## src/rtl/wb_gain_apply.sv

```systemverilog
// White-balance gain application: B/R pixels scaled by frame-synchronous gains, G bypassed,
// saturated pixels counted per frame. Optional macro WB_GAIN_ROUND_EN selects round-half-up.
module wb_gain_apply #(
    parameter int SAT_CNT_W = 16
) (
    input  logic                 clk,
    input  logic                 rst,
    input  logic                 data_in_valid,
    input  logic [7:0]           data_in,
    input  logic                 x,
    input  logic                 y,
    input  logic                 sof,
    input  logic [17:0]          bk,
    input  logic [17:0]          rk,
    input  logic                 gain_valid,
    output logic [7:0]           data_out,
    output logic                 out_valid,
    output logic                 out_x,
    output logic                 out_y,
    output logic                 out_sof,
    output logic [SAT_CNT_W-1:0] sat_cnt_last
);

    // Handshake: data_in_valid qualifies a pixel every cycle it is high; there is no ready,
    // so the block accepts one pixel per cycle and out_valid follows two cycles later.

    localparam logic [17:0] UNITY = 18'd256;

    logic [17:0] pend_bk;
    logic [17:0] pend_rk;
    logic        pend_flag;
    logic [17:0] act_bk;
    logic [17:0] act_rk;

    logic        sof_acc;
    logic        take_pend;
    logic        is_b;
    logic        is_r;
    logic [17:0] use_bk;
    logic [17:0] use_rk;
    logic [17:0] gain_sel;
    logic [25:0] prod_in;

    logic        s1_valid;
    logic [25:0] s1_prod;
    logic        s1_x;
    logic        s1_y;
    logic        s1_sof;

    logic        res_sat;
    logic [7:0]  res_pix;
    logic        out_sat;

    logic [SAT_CNT_W-1:0] sat_cnt;

    assign sof_acc   = data_in_valid & sof;
    assign take_pend = sof_acc & pend_flag;
    assign is_b      = ~x & ~y;
    assign is_r      = x & y;

    // The sof pixel already sees the gains that are being promoted this cycle.
    assign use_bk = take_pend ? pend_bk : act_bk;
    assign use_rk = take_pend ? pend_rk : act_rk;

    // Green goes through the multiplier at unity, which reproduces the pixel exactly
    // (also with rounding) and can never saturate.
    always_comb begin
        gain_sel = UNITY;
        if (is_b) begin
            gain_sel = use_bk;
        end else if (is_r) begin
            gain_sel = use_rk;
        end
    end

    assign prod_in = {18'd0, data_in} * {8'd0, gain_sel};

    // Gain double buffering.
    always_ff @(posedge clk or negedge rst) begin
        if (!rst) begin
            pend_bk   <= UNITY;
            pend_rk   <= UNITY;
            pend_flag <= 1'b0;
            act_bk    <= UNITY;
            act_rk    <= UNITY;
        end else begin
            if (gain_valid) begin
                pend_bk   <= bk;
                pend_rk   <= rk;
                pend_flag <= 1'b1;
            end else if (take_pend) begin
                pend_flag <= 1'b0;
            end
            if (take_pend) begin
                act_bk <= pend_bk;
                act_rk <= pend_rk;
            end
        end
    end

    // Stage 1: product register; data fields hold during bubbles.
    always_ff @(posedge clk or negedge rst) begin
        if (!rst) begin
            s1_valid <= 1'b0;
            s1_prod  <= '0;
            s1_x     <= 1'b0;
            s1_y     <= 1'b0;
            s1_sof   <= 1'b0;
        end else begin
            s1_valid <= data_in_valid;
            if (data_in_valid) begin
                s1_prod <= prod_in;
                s1_x    <= x;
                s1_y    <= y;
                s1_sof  <= sof;
            end
        end
    end

`ifdef WB_GAIN_ROUND_EN
    logic [26:0] rnd_sum;
    logic [18:0] rnd_res;
    assign rnd_sum = {1'b0, s1_prod} + 27'd128;
    assign rnd_res = 19'(rnd_sum >> 8);
    assign res_sat = |rnd_res[18:8];
    assign res_pix = res_sat ? 8'hFF : rnd_res[7:0];
`else
    logic [17:0] trn_res;
    assign trn_res = 18'(s1_prod >> 8);
    assign res_sat = |trn_res[17:8];
    assign res_pix = res_sat ? 8'hFF : trn_res[7:0];
`endif

    // Stage 2: output register.
    always_ff @(posedge clk or negedge rst) begin
        if (!rst) begin
            out_valid <= 1'b0;
            data_out  <= 8'd0;
            out_x     <= 1'b0;
            out_y     <= 1'b0;
            out_sof   <= 1'b0;
            out_sat   <= 1'b0;
        end else begin
            out_valid <= s1_valid;
            if (s1_valid) begin
                data_out <= res_pix;
                out_x    <= s1_x;
                out_y    <= s1_y;
                out_sof  <= s1_sof;
                out_sat  <= res_sat;
            end
        end
    end

    // Per-frame saturation count; the sof pixel belongs to the new frame.
    always_ff @(posedge clk or negedge rst) begin
        if (!rst) begin
            sat_cnt      <= '0;
            sat_cnt_last <= '0;
        end else if (out_valid) begin
            if (out_sof) begin
                sat_cnt_last <= sat_cnt;
                sat_cnt      <= {{(SAT_CNT_W-1){1'b0}}, out_sat};
            end else if (out_sat && (sat_cnt != {SAT_CNT_W{1'b1}})) begin
                sat_cnt <= sat_cnt + 1'b1;
            end
        end
    end

endmodule

```

## config.mk

```make
export PLATFORM = sky130hd
export DESIGN_NAME = wb_gain_apply
export DESIGN_NICKNAME = d
export VERILOG_FILES = /design/src/rtl/wb_gain_apply.sv
export SDC_FILE = /design/constraint.sdc
export NUM_CORES = 1
export LEC_CHECK = 0
export ABC_CLOCK_PERIOD_IN_PS = 7100
export CAP_MARGIN = 15
export CORE_ASPECT_RATIO = 0.8
export CORE_MARGIN = 3
export CORE_UTILIZATION = 50
export CTS_CLUSTER_SIZE = 16
export DETAILED_ROUTE_END_ITERATION = 12
export DONT_BUFFER_PORTS = 1
export PLACE_DENSITY_LB_ADDON = 0.3
export SYNTH_ARGS = -nofsm -noshare
export SYNTH_HDL_FRONTEND = slang
export SYNTH_SLANG_ARGS = --single-unit
export TNS_END_PERCENT = 20
```

## constraint.sdc

```tcl
create_clock -name clk -period 7.1 [get_ports clk]
set_input_delay 0.71 -clock clk [delete_from_list [all_inputs] [get_ports clk]]
set_output_delay 0.71 -clock clk [all_outputs]
set_load 0.005 [all_outputs]
```

==> metrics.csv <==
stage;metric;value;unit
detailed_routing;Final ANT Viol Nets;0;
timing;final setup fails;0;
clocking;PostCTS Resize Cnt;0;
logic_synthesis;FF+latch count, synth;140;
detailed_routing;drt drc;0;
logic_synthesis;synthesized net count;1200;
logic_synthesis;number of enable flip-flop cells after synthesis;0;
floorplanning;Die W;165;um
logic_synthesis;Syn Area/Cell;10.0;um2
floorplanning;Rows;45;
floorplanning;Chip Height;133;um
detailed_routing;DR WL/cell;16.6;um
timing;skew final;11.2;ps
timing;Final Hold Vio Count;0;
worst_setup_path;critical path endpoint category;flop;
timing;unrepaired setup endpoints after global routing;no;
timing;Setup TNS;0;ps
logic_synthesis;ys flop type;dfrtp_1;
power_and_ir_drop;Leak Pwr;5.40;nW
worst_setup_path;Setup CP Type;flop to flop;
global_route;global-route wire length before repair;36400;um
global_route;overall routing resource usage;20.6;%
detailed_routing;Vias/cell;5.31;
timing;WHS;132;ps
global_route;largest net degree at the start of global routing;137;
run_status;outcome;finished, final reports clean;
clocking;clock sink count;140;
clocking;CTS tree;done;
detailed_routing;overall routed net length;21100;um
power_and_ir_drop;Peak VDD IR;0.192;mV
worst_setup_path;Worst Path Max Fanout;40;
clocking;H-Tree Level Count;4;
floorplanning;die area;21900;um2
timing;Worst slew margin;30.4;%
timing;max-slew violation count;0;
timing;Slew @ Worst Pin;1040;ps
floorplanning;I/O pins;79;
logic_synthesis;sequential-to-total area share from yosys stat;34.7;%
run;Max Cap Violations;0;
logic_synthesis;Syn Inst Count;1010;
logic_synthesis;post-synth cell types;60;
logic_synthesis;Synth Cell Area;10100;um2
cells_and_area;filler instances;1693;
worst_setup_path;Critical Path RT;7400;ps
logic_synthesis;Yosys warning count;0;
cells_and_area;Syn-to-layout area delta;7.93;%
cells_and_area;Final nets;1191;
placed_design;Placed Cells;1239;
placed_design;Placer Congestion;0.823;
detailed_routing;initial drt markers;323;
global_route;vias in the first global route;7114;
clocking;TritonCTS Buffers;17;
clocking;Post-CTS Setup Bufs;0;
placed_design;placed cell area;10300;um2
cells_and_area;share of cells above drive strength 1;10.7;%
logic_synthesis;Async SR Flop Fraction;100;%
hold_path;Worst Hold Class;input pin to asynchronous set/reset pin;
power_and_ir_drop;Power Total;0.00309;W
clocking;Clock Latency Late Sink;420;ps
floorplanning;CORE AREA;19400;um2
timing;Min Clock Period, post-route;6030;ps
placed_design;IO buf count;0;
global_route;initial antenna violation count;0;
worst_setup_path;crit start category;flop;
placed_design;post-DP HPWL;15200;um
floorplanning;Initial Utilization;52.1;%
cells_and_area;fin area;10900;um2
clocking;deepest clock path buffer count;2;
power_and_ir_drop;Power Density;284;nW/um2
global_route;GRT overflow;0;
detailed_routing;detailed-router iteration count before antenna repair;4;
detailed_routing;via count;6753;
clocking;Root Buffer;clkbuf_16;
clocking;clock slew at reported path FFs;60;ps
timing;final worst path period share;85.0;%
worst_setup_path;arrival time at the worst endpoint;6340;ps
timing;FMAX;166;MHz
cells_and_area;fin cells;1272;
cells_and_area;Diodes inserted;0;
cells in the final DEF (no fill, tap or decap), types with 3 or more instances in the layout:
cell / synthesis / final
a211oi_1: 4 / 4
a21o_1: 9 / 9
a21oi_1: 16 / 16
a21oi_2: 3 / 3
a221oi_2: 3 / 3
a22o_1: 15 / 15
and2_1: 122 / 122
and3_1: 3 / 3
buf_4: 0 / 4
clkbuf_16: 0 / 17
clkinv_4: 0 / 3
clkinvlp_4: 0 / 3
dfrtp_1: 136 / 136
dfstp_2: 4 / 4
fa_1: 95 / 95
ha_1: 44 / 44
inv_1: 112 / 112
inv_6: 0 / 3
mux2_2: 52 / 52
mux2i_1: 9 / 9
nand2_1: 214 / 214
nand3_1: 7 / 7
nand4_1: 7 / 7
nor2_1: 26 / 26
nor2b_1: 3 / 3
nor3_1: 6 / 6
o21a_1: 3 / 3
o21ai_0: 14 / 14
o21bai_1: 4 / 4
or3_1: 6 / 6
xnor2_1: 10 / 10
xor2_1: 12 / 12
registers in the layout, indices dropped and copies added, names as in the netlist:
register	count
act_rk	18
data_out	8
out_y	1
out_sat	1
out_x	1
s1_prod	18
s1_x	1
out_valid	1
act_bk	18
s1_y	1
pend_flag	1
sat_cnt_last	16
pend_bk	18
s1_sof	1
sat_cnt	16
s1_valid	1
pend_rk	18
out_sof	1
worst max-delay path, stage by stage, from the launching register on:
cell and delay (ps):
dfrtp_1 390, nand3_1 80, buf_4 380, nand2_1 120
nand2_1 110, a22o_1 340, and2_1 200, fa_1 450
fa_1 520, fa_1 550, inv_1 50, fa_1 530
inv_1 40, ha_1 370, nand3_1 150, nor2_1 110
a221oi_1 300, o21ai_0 180, a21oi_1 340, a21boi_1 150
or3_1 310, a31o_1 220
path summary, 6_finish.rpt:
kind | startpoint | endpoint | slack, ps | cells past startpoint
setup / recovery | pend_flag$_DFFE_PN0P_ | s1_prod[21]$_DFFE_PN0P_ | 1070 | 21
hold / removal | rst | pend_bk[8]$_DFFE_PN1P_ | 130 | 0
setup reg to reg | pend_flag$_DFFE_PN0P_ | s1_prod[21]$_DFFE_PN0P_ | 1070 | 21
hold reg to reg | act_rk[8]$_DFF_PN1_ | act_rk[8]$_DFF_PN1_ | 470 | 2
max in group asynchronous | rst | act_bk[5]$_DFF_PN0_ | 6320 | 1
min in group clk | data_in_valid | s1_valid$_DFF_PN0_ | 320 | 0
cells in the mapped netlist (all sizes together), types with 2 or more instances:
| cell type | instances | share of area [%] |
|---|---|---|
| a21boi | 2 | 0.15 |
| a21oi | 19 | 1.1 |
| o31ai | 2 | 0.15 |
| fa | 95 | 19 |
| ha | 44 | 5.5 |
| or3 | 6 | 0.37 |
| dfstp | 4 | 1.0 |
| nor2b | 3 | 0.19 |
| o21ai | 16 | 0.79 |
| mux2 | 52 | 5.8 |
| and3 | 3 | 0.19 |
| nand4 | 8 | 0.64 |
| xnor2 | 10 | 0.87 |
| xor2 | 12 | 1.0 |
| nor3 | 6 | 0.30 |
| a22o | 15 | 1.3 |
| a31oi | 2 | 0.12 |
| o21bai | 4 | 0.30 |
| a21o | 9 | 0.67 |
| and2 | 122 | 7.6 |
| clkbuf | 26 | 0.97 |
| mux2i | 9 | 0.89 |
| buf | 7 | 0.48 |
| nand3 | 7 | 0.35 |
| o211ai | 2 | 0.15 |
| inv | 112 | 4.2 |
| or4 | 2 | 0.15 |
| a221oi | 5 | 0.62 |
| and4 | 2 | 0.17 |
| nand2 | 214 | 8.0 |
| or2 | 3 | 0.19 |
| dfrtp | 136 | 34 |
| o21a | 3 | 0.22 |
| nor2 | 27 | 1.0 |
| a211oi | 5 | 0.42 |
report_power, final:
group	internal, W	total [W]	leakage, nW	switching, W
clock	0.000490	0.000865	0.271	0.000375
sequential	0.000942	0.00103	1.72	0.0000886
combinational	0.000522	0.00120	3.41	0.000675
through the flow:
step           setup slack, ps  utilization (%)
3_5_place_dp               729             53.2
2_1_floorplan              978                -
3_3_place_gp               791             53.2
4_1_cts                   1140             56.3
6_report                  1070             56.3
5_1_grt                    759             56.3
routing by layer:
metal  GRT usage [%]  share of wire (%)
met5               0                  0
met3            4.88                5.8
met2            30.3                 43
met4            5.03               0.77
met1            31.0                 50
cell type report:
type / instances / area, um2 / area share (%)
Timing Repair Buffer: 5 / 57.6 / 0.528
Clock buffer: 18 / 429 / 3.94
Tap cell: 258 / 323 / 2.96
Inverter: 113 / 424 / 3.89
Clock inverter: 14 / 138 / 1.26
Sequential cell: 140 / 3510 / 32.2
Multi-Input combinational cell: 724 / 6020 / 55.2
repair_timing:
item	4_1_cts	5_1_grt
hold buffers	1	0
hold endpoints to repair	136	0
endpoints found under the setup margin	0	0
cells by family after synthesis:
family                   Yosys count  share of synthesized area, %
AO/OA/AOI/OAI                     95                          7.26
XOR/XNOR                          22                          1.91
adder cells (fa/ha/maj)          139                          24.3
buffers and inverters            146                          5.65
flip-flops                       140                          34.7
multiplexers                      61                          6.69
AND/OR/NAND/NOR                  407                          19.5
Note: power is estimated with default switching activity, not from simulation.
